<file path="src/rtl/bridge_rx.sv">
// bridge_rx: ASCII UART command parser issuing 16-bit bus transactions.
// Accepts "R<aaaa><term>" reads and "W<aaaa><dddd><term>" writes.
module bridge_rx #(
   parameter bit ACCEPT_LOWERCASE = 1'b1
) (
   input  logic        clk,
   input  logic        rst_n,
   input  logic [7:0]  data_i,
   input  logic        valid_i,
   output logic [15:0] addr_o,
   output logic [15:0] wdata_o,
   output logic [15:0] rdata_o,
   output logic        rw_o,
   output logic        valid_o
);

   typedef enum logic [1:0] {
      S_IDLE,
      S_ADDR,
      S_DATA,
      S_TERM
   } state_e;

   localparam logic [7:0] CH_R  = 8'h52;
   localparam logic [7:0] CH_W  = 8'h57;
   localparam logic [7:0] CH_CR = 8'h0D;
   localparam logic [7:0] CH_LF = 8'h0A;

   state_e      state_q, state_d;
   logic [2:0]  cnt_q, cnt_d;
   logic [15:0] addr_sh_q, addr_sh_d;
   logic [15:0] data_sh_q, data_sh_d;
   logic        wr_q, wr_d;
   logic [15:0] addr_q, addr_d;
   logic [15:0] wdata_q, wdata_d;
   logic        rw_q, rw_d;
   logic        valid_q, valid_d;

   logic        is_hex;
   logic        is_term;
   logic [3:0]  nib;

   // Classify the incoming byte: hex digit value and terminator flag.
   always_comb begin
      is_hex  = 1'b0;
      nib     = 4'h0;
      is_term = (data_i == CH_CR) || (data_i == CH_LF);
      if (data_i >= 8'h30 && data_i <= 8'h39) begin
         is_hex = 1'b1;
         nib    = data_i[3:0];
      end else if (data_i >= 8'h41 && data_i <= 8'h46) begin
         is_hex = 1'b1;
         nib    = data_i[3:0] + 4'd9;
      end else if (ACCEPT_LOWERCASE &&
                   data_i >= 8'h61 && data_i <= 8'h66) begin
         is_hex = 1'b1;
         nib    = data_i[3:0] + 4'd9;
      end
   end

   // Next-state logic: message parsing and transaction issue.
   always_comb begin
      state_d   = state_q;
      cnt_d     = cnt_q;
      addr_sh_d = addr_sh_q;
      data_sh_d = data_sh_q;
      wr_d      = wr_q;
      addr_d    = addr_q;
      wdata_d   = wdata_q;
      rw_d      = rw_q;
      valid_d   = 1'b0;
      if (valid_i) begin
         unique case (state_q)
            S_IDLE: begin
               cnt_d = 3'd0;
               if (data_i == CH_R || data_i == CH_W) begin
                  state_d   = S_ADDR;
                  wr_d      = (data_i == CH_W);
                  addr_sh_d = 16'h0000;
                  data_sh_d = 16'h0000;
               end
            end
            S_ADDR: begin
               if (is_hex) begin
                  addr_sh_d = {addr_sh_q[11:0], nib};
                  if (cnt_q == 3'd3) begin
                     cnt_d   = 3'd0;
                     state_d = wr_q ? S_DATA : S_TERM;
                  end else begin
                     cnt_d = cnt_q + 3'd1;
                  end
               end else begin
                  state_d = S_IDLE;
                  cnt_d   = 3'd0;
               end
            end
            S_DATA: begin
               if (is_hex) begin
                  data_sh_d = {data_sh_q[11:0], nib};
                  if (cnt_q == 3'd3) begin
                     cnt_d   = 3'd0;
                     state_d = S_TERM;
                  end else begin
                     cnt_d = cnt_q + 3'd1;
                  end
               end else begin
                  state_d = S_IDLE;
                  cnt_d   = 3'd0;
               end
            end
            S_TERM: begin
               state_d = S_IDLE;
               cnt_d   = 3'd0;
               if (is_term) begin
                  valid_d = 1'b1;
                  addr_d  = addr_sh_q;
                  wdata_d = wr_q ? data_sh_q : 16'h0000;
                  rw_d    = wr_q;
               end
            end
            default: begin
               state_d = S_IDLE;
               cnt_d   = 3'd0;
            end
         endcase
      end
   end

   // Parser state, digit counter and shift registers.
   always_ff @(posedge clk or negedge rst_n) begin
      if (!rst_n) begin
         state_q   <= S_IDLE;
         cnt_q     <= 3'd0;
         addr_sh_q <= 16'h0000;
         data_sh_q <= 16'h0000;
         wr_q      <= 1'b0;
      end else begin
         state_q   <= state_d;
         cnt_q     <= cnt_d;
         addr_sh_q <= addr_sh_d;
         data_sh_q <= data_sh_d;
         wr_q      <= wr_d;
      end
   end

   // Registered bus outputs; held between transactions.
   always_ff @(posedge clk or negedge rst_n) begin
      if (!rst_n) begin
         addr_q  <= 16'h0000;
         wdata_q <= 16'h0000;
         rw_q    <= 1'b0;
         valid_q <= 1'b0;
      end else begin
         addr_q  <= addr_d;
         wdata_q <= wdata_d;
         rw_q    <= rw_d;
         valid_q <= valid_d;
      end
   end

   assign addr_o  = addr_q;
   assign wdata_o = wdata_q;
   assign rdata_o = 16'h0000;
   assign rw_o    = rw_q;
   assign valid_o = valid_q;

endmodule
</file>
<file path="config.mk">
export PLATFORM = sky130hd
export DESIGN_NAME = bridge_rx
export DESIGN_NICKNAME = d
export VERILOG_FILES = /design/src/rtl/bridge_rx.sv
export SDC_FILE = /design/constraint.sdc
export NUM_CORES = 1
export LEC_CHECK = 0
export BUFFER_PORTS_ARGS = -buffer_cell sky130_fd_sc_hd__buf_2
export CAP_MARGIN = 15
export CELL_PAD_IN_SITES_DETAIL_PLACEMENT = 1
export CELL_PAD_IN_SITES_GLOBAL_PLACEMENT = 1
export CORE_MARGIN = 1.5
export CORE_UTILIZATION = 25
export CTS_CLUSTER_SIZE = 14
export DETAILED_ROUTE_END_ITERATION = 6
export GPL_ROUTABILITY_DRIVEN = 0
export PLACE_DENSITY = 0.56
export SLEW_MARGIN = 5
export SYNTH_ARGS = -nofsm -noshare
export SYNTH_HDL_FRONTEND = slang
export SYNTH_SLANG_ARGS = --single-unit
</file>
<file path="constraint.sdc">
create_clock -name clk -period 3.1 [get_ports clk]
set_input_delay 0.155 -clock clk [delete_from_list [all_inputs] [get_ports clk]]
set_output_delay 0.155 -clock clk [all_outputs]
set_load 0.01 [all_outputs]
</file>
After elaboration in Yosys (flattened, before gate mapping)
Index checks and enable logic that the tools add are counted.
{"block": "word_totals", "regBits": 72, "inputBits": 11, "out_inout_bits": 50, "elab_cells": 70}
{"block": "classes", "n_addsub": 2, "n_lt_le_gt_ge": 6, "eq_ne": 13, "n_mux": 25, "n_reduce_logical": 15}
{"cell": "2-to-1 mux 16 bit", "n": 4}
{"cell": "one-hot mux 16 bit (2 select lines)", "n": 2}
{"cell": "== test 8 x 4 -> 1 bit, second input constant", "n": 2}
{"cell": "== test 8 x 7 -> 1 bit, second input constant", "n": 2}
{"cell": ">= comparator 8 x 7 -> 1 bit, second input constant", "n": 2}
{"cell": "<= comparator 8 x 7 -> 1 bit, second input constant", "n": 2}
{"cell": "2-to-1 mux 4 bit", "n": 3}
{"cell": "AND reduction 4 bit", "n": 3}
{"cell": "2-to-1 mux 2 bit", "n": 5}
{"cell": ">= comparator 8 x 6 -> 1 bit, second input constant", "n": 1}
{"cell": "<= comparator 8 x 6 -> 1 bit, second input constant", "n": 1}
{"cell": "one-hot mux 2 bit (4 select lines)", "n": 1}
{"cell": "2-to-1 mux 1 bit", "n": 7}
{"cell": "2-to-1 mux 3 bit", "n": 2}
{"cell": "inequality test 2 bit, second input constant", "n": 3}
{"cell": "inequality test 3 bit, second input constant", "n": 2}
{"cell": "one-hot mux 3 bit (2 select lines)", "n": 1}
{"cell": "AND reduction 3 bit", "n": 2}
{"cell": "adder 4 bit, second input constant", "n": 1}
{"cell": "== test 2 bit, second input constant", "n": 2}
{"cell": "nonzero test 2 bit", "n": 2}
{"cell": "OR reduction 2 bit", "n": 2}
{"cell": "adder 3 x 1 -> 3 bit, second input constant", "n": 1}
{"cell": "== test 3 x 2 -> 1 bit, second input constant", "n": 1}
{"cell": "other kinds (4)", "n": 7}

Longest topological paths before layout
{"block": "depth", "depth_word": 7, "mapped_depth": 9, "mapped_depth_nobuf": 7}

Worst setup path after synthesis
Ideal clock, no wire load.
{"block": "synth_timing", "path_type": "input to register", "startpoint": "in data_i[0]", "endpoint": "reg data_sh_q[2]", "setup_ps": 118, "arrival_time_ps": 1727, "required_ps": 2982, "path_slack_ps": 1255, "path_stages": 9, "path_buffers": 2, "cell_sequence": "inv_1 ha_1 o21bai_1 a2111oi_4 or2_1 buf_4 buf_6 o2bb2ai_1 a21o_1"}
{"block": "synth_via", "elab_chain_len": 7, "word_cells_on_any_way": 24, "cone_classes": "1 x add/sub; 6 x order compare; 4 x eq/ne; 8 x mux; 5 x reduce/logical"}
{"item": "start, declared", "line": "8", "source": "input logic [7:0] data_i,"}
{"item": ">= comparator 8 x 7 -> 1 bit / <= comparator 8 x 7 -> 1 bit (equally long branches)", "line": "55", "source": "data_i >= 8'h61 && data_i <= 8'h66) begin"}
{"item": "logical AND 1 bit", "line": "55"}
{"item": "2-to-1 mux 1 bit / 2-to-1 mux 4 bit (equally long branches)", "line": "54", "source": "end else if (ACCEPT_LOWERCASE &&"}
{"item": "2-to-1 mux 1 bit / 2-to-1 mux 4 bit (equally long branches)", "line": "51", "source": "end else if (data_i >= 8'h41 && data_i <= 8'h46) begin"}
{"item": "2-to-1 mux 1 bit / 2-to-1 mux 4 bit (equally long branches)", "line": "48", "source": "if (data_i >= 8'h30 && data_i <= 8'h39) begin"}
{"item": "inequality test 2 bit (no source line) / 2-to-1 mux 16 bit (equally long branches)"}
{"item": "AND reduction 4 bit (no source line) / one-hot mux 16 bit (2 select lines) (equally long branches)"}
{"item": "end signal, assigned", "line": "141", "source": "data_sh_q <= data_sh_d;"}
{"item": "end, declared", "line": "32", "source": "logic [15:0] data_sh_q, data_sh_d;"}
Parallel ways exist; a longest one is shown, timed or not. The select of a mux whose other input is x is not followed.
A chain may end at the register's enable or synchronous reset.

Worst setup path after layout
{"block": "layout_timing", "startpoint": "reg state_q[0]", "endpoint": "reg data_sh_q[0]"}
{"block": "layout_via", "elab_chain_len": 3, "word_cells_on_any_way": 7, "cone_classes": "3 x eq/ne; 1 x mux; 3 x reduce/logical"}
{"item": "start, declared", "line": "29", "source": "state_e state_q, state_d;"}
{"item": "start signal, assigned", "line": "138", "source": "state_q <= state_d;"}
{"item": "== test 2 bit / zero test 2 bit (equally long branches)", "line": "73", "source": "unique case (state_q)"}
{"item": "inequality test 2 bit (no source line) / nonzero test 2 bit (equally long branches)"}
{"item": "AND reduction 4 bit (no source line)"}
Parallel ways exist; a longest one is shown, timed or not.

==> qor.yml <==
critical_path:
  crit_path_end_kind: "flip-flop"
  crit_type: "reg2reg"
  slowest_stage: "dfrtp_1"
  crit_fanout: 14
  crit_chain: "inv_1 -> ha_1 -> nand2b_1 -> o41ai_4 -> o21ai_2 -> buf_8 -> nor2_1 -> a221o_1"
  worstPathArrival_ns: 2.44
  cp.required_ns: 3.31
  crit_family: "compound AO/OA/AOI/OAI gates"
  cp-start-kind: "flip-flop"
  cpPeakStageDelay_ns: 0.40
  rr_startpoint: "state_q[0]"
  cp_num_buf_inv: 2
  cp-startpoint: "state_q[0]"
place:
  pre_cts_ws_ns: 0.444
  placed_cell_area_um2: 3880
  hpwl_um: 5830
  placed_cells: 569
  portBuffers: 44
global_routing:
  grt_start_max_net_pins: 73
  antenna_found_initial: 0
  grt_first_pass_wirelength_um: 14500
  overflow: 0
  grt_usage: 0.124
  grt_pass1_vias: 2783
synthesis:
  syn_area_um2: 3550
  synth_area_leaders: "dfrtp_1 (51%), nand2_1 (8.5%), mux2_2 (5.1%)"
  synth_mux_area_frac: 0.0621
  synth-seq-cells: 72
  yosysWarningCount: 0
  synth_top_area_frac: 0.508
  ys_seq_area_frac: 0.508
  syn_avg_cell_area_um2: 9.80
  synthDistinctLibCells: 40
  synth_top_family_by_area: "simple AND/OR/NAND/NOR gates"
  yosys.area.top_type: "dfrtp_1"
  synth_edf_count: 0
  synth-simple-area-share: 0.181
  synth_xor_area_frac: 0
  synth_compound_gate_area_share: 0.142
  ys_async_sr_fraction: 1.00
  dominantRegCellSynth: "dfrtp_1"
  synthAdderAreaFrac: 0.0317
  synth_cells: 362
floorplanning:
  die_w_um: 122
  io_pins: 61
  die_area_um2: 14900
  std_cell_rows: 43
  start_util: 0.256
  fp.coreArea_um2: 13900
  die_h_um: 122
finish:
  final_common_cell: "nand2_1"
  diodes: 0
  nFillCells: 1624
  fin_area_um2: 4240
  layout-drive-gt1-share: 0.222
  fin_nets: 421
  layout-area-overhead-vs-synth_pct: 19.4
  final_cell_mix: "nand2_1 (80), dfrtp_1 (72), buf_2 (44)"
  fin_cells: 586
sta:
  max_slew.worst_pin.slew_ns: 0.926
  finalCritPeriodShare: 0.720
  final-setup-viol-count: 0
  report.final.hold_viol_count: 0
  layout_setup_ws_ns: 0.868
  setup_tns_ns: 0
  holdWs_ns: 0.0483
  relSlewSlack: 0.383
  period_minus_slack_ns: 2.23
  slew_viol_final: 0
  rsz0062_at_grt: "no"
  skew_ns: 0.00388
  fmax_ghz: 0.448
pwr:
  power_frac_seq: 0.403
  power_frac_comb: 0.184
  leakage_uw: 0.00203
  switchingPower_uw: 849
  clkPwrFrac: 0.413
  power.internal_uw: 2030
  switching_share: 0.295
  irDropWorstVdd_v: 0.000266
  p_per_area_nw_per_um2: 680
cts:
  clk_path_buf_depth: 2
  postCtsSetupRepairBufs: 0
  cts_tree: "yes"
  cts_root_buffer: "clkbuf_16"
  cts_resized: 0
  path_clk_slew_ns: 0.06
  cts_hold_buf: 0
  clock_sinks: 72
  cts_max_level: 3
  clk-insertion-delay-late_ns: 0.33
  cts_buffers: 9
route:
  vias: 2684
  routed_via_density: 4.58
  drc: 0
  postRouteAntennaNets: 0
  wl_um: 8660
  wl_per_cell_um: 14.8
  drt_pre_antenna_iters: 4
  drt-initial-drc-count: 66
run:
  cap_violations: 0
min_path:
  worstHoldPathType: "in2async"
outcome:
  status: "finished clean"
-- cell families after synthesis --
| logic type | count (synthesis) |
|---|---|
| buffers and inverters | 49 |
| and+or+nand+nor | 143 |
| other | 1 |
| muxes | 20 |
| AOI/OAI and AO/OA | 68 |
| DFF | 72 |
| adders and majority gates | 9 |
-- cells in the mapped netlist, types with 2 or more instances --
library cell / count
mux2i_1: 4
inv_1: 10
o221ai_1: 2
nand2_1: 80
o211ai_1: 18
buf_4: 17
nand2b_1: 5
clkbuf_1: 19
a21oi_1: 3
nor2_1: 13
buf_6: 2
a31oi_1: 2
a21o_1: 3
ha_1: 9
dfrtp_1: 72
mux2_2: 16
o21ai_0: 24
or3_1: 2
nand3_1: 30
nand4_1: 5
a221o_1: 5
o21ai_1: 2
nand3b_1: 2
-- metal layers --
layer	wire length, µm	track usage
met3	221	0.0215
met1	4380	0.171
met4	113	0.0436
met5	0	0
met2	3940	0.197
-- final timing paths --
kind / end / slack (ns) / cells after the start
max: data_sh_q[0] / 0.87 / 8
max reg2reg: data_sh_q[0] / 0.87 / 8
max in group asynchronous: addr_o[4] / 2.46 / 2
min reg2reg: wdata_o[5] / 0.47 / 2
min in group clk: cnt_q[1] / 0.14 / 2
min: rw_o / 0.05 / 2
-- per-stage QoR --
step	total power [µW]	util
finish	2880	0.305
detailed placement	1720	0.279
global route	3050	0.305
global placement	1690	0.279
floorplan	1540	-
CTS	2930	0.304
-- worst reg2reg max path: stages (launching register included) --
cell and delay [ns]:
dfrtp_1 0.40, inv_1 0.10, ha_1 0.32, nand2b_1 0.22
o41ai_4 0.17, o21ai_2 0.28, buf_8 0.24, nor2_1 0.09
a221o_1 0.30
-- power by group through the flow --
stage	sequential, µW	combinational [µW]	clock, µW
2_1_floorplan	1140	406	0
3_3_place_gp	1170	516	0
3_5_place_dp	1180	542	0
4_1_cts	1160	541	1220
5_1_grt	1180	603	1260
6_report	1160	531	1190
-- area by class of cell --
type / instances / area, µm² / area share
Clock buffer: 9 / 225 / 0.0532
Inverter: 10 / 37.5 / 0.00886
Tap cell: 180 / 225 / 0.0532
Clock inverter: 7 / 119 / 0.0281
Timing Repair Buffer: 52 / 288 / 0.0679
Multi-Input combinational cell: 256 / 1540 / 0.363
Sequential cell: 72 / 1800 / 0.425
-- sequential cells by signal, summed over array words and instances (netlist names) --
register / flops
addr_o: 16
rw_o: 1
wdata_o: 16
addr_sh_q: 16
cnt_q: 3
wr_q: 1
state_q: 2
data_sh_q: 16
valid_o: 1
Note: power is estimated with default switching activity, not from simulation.
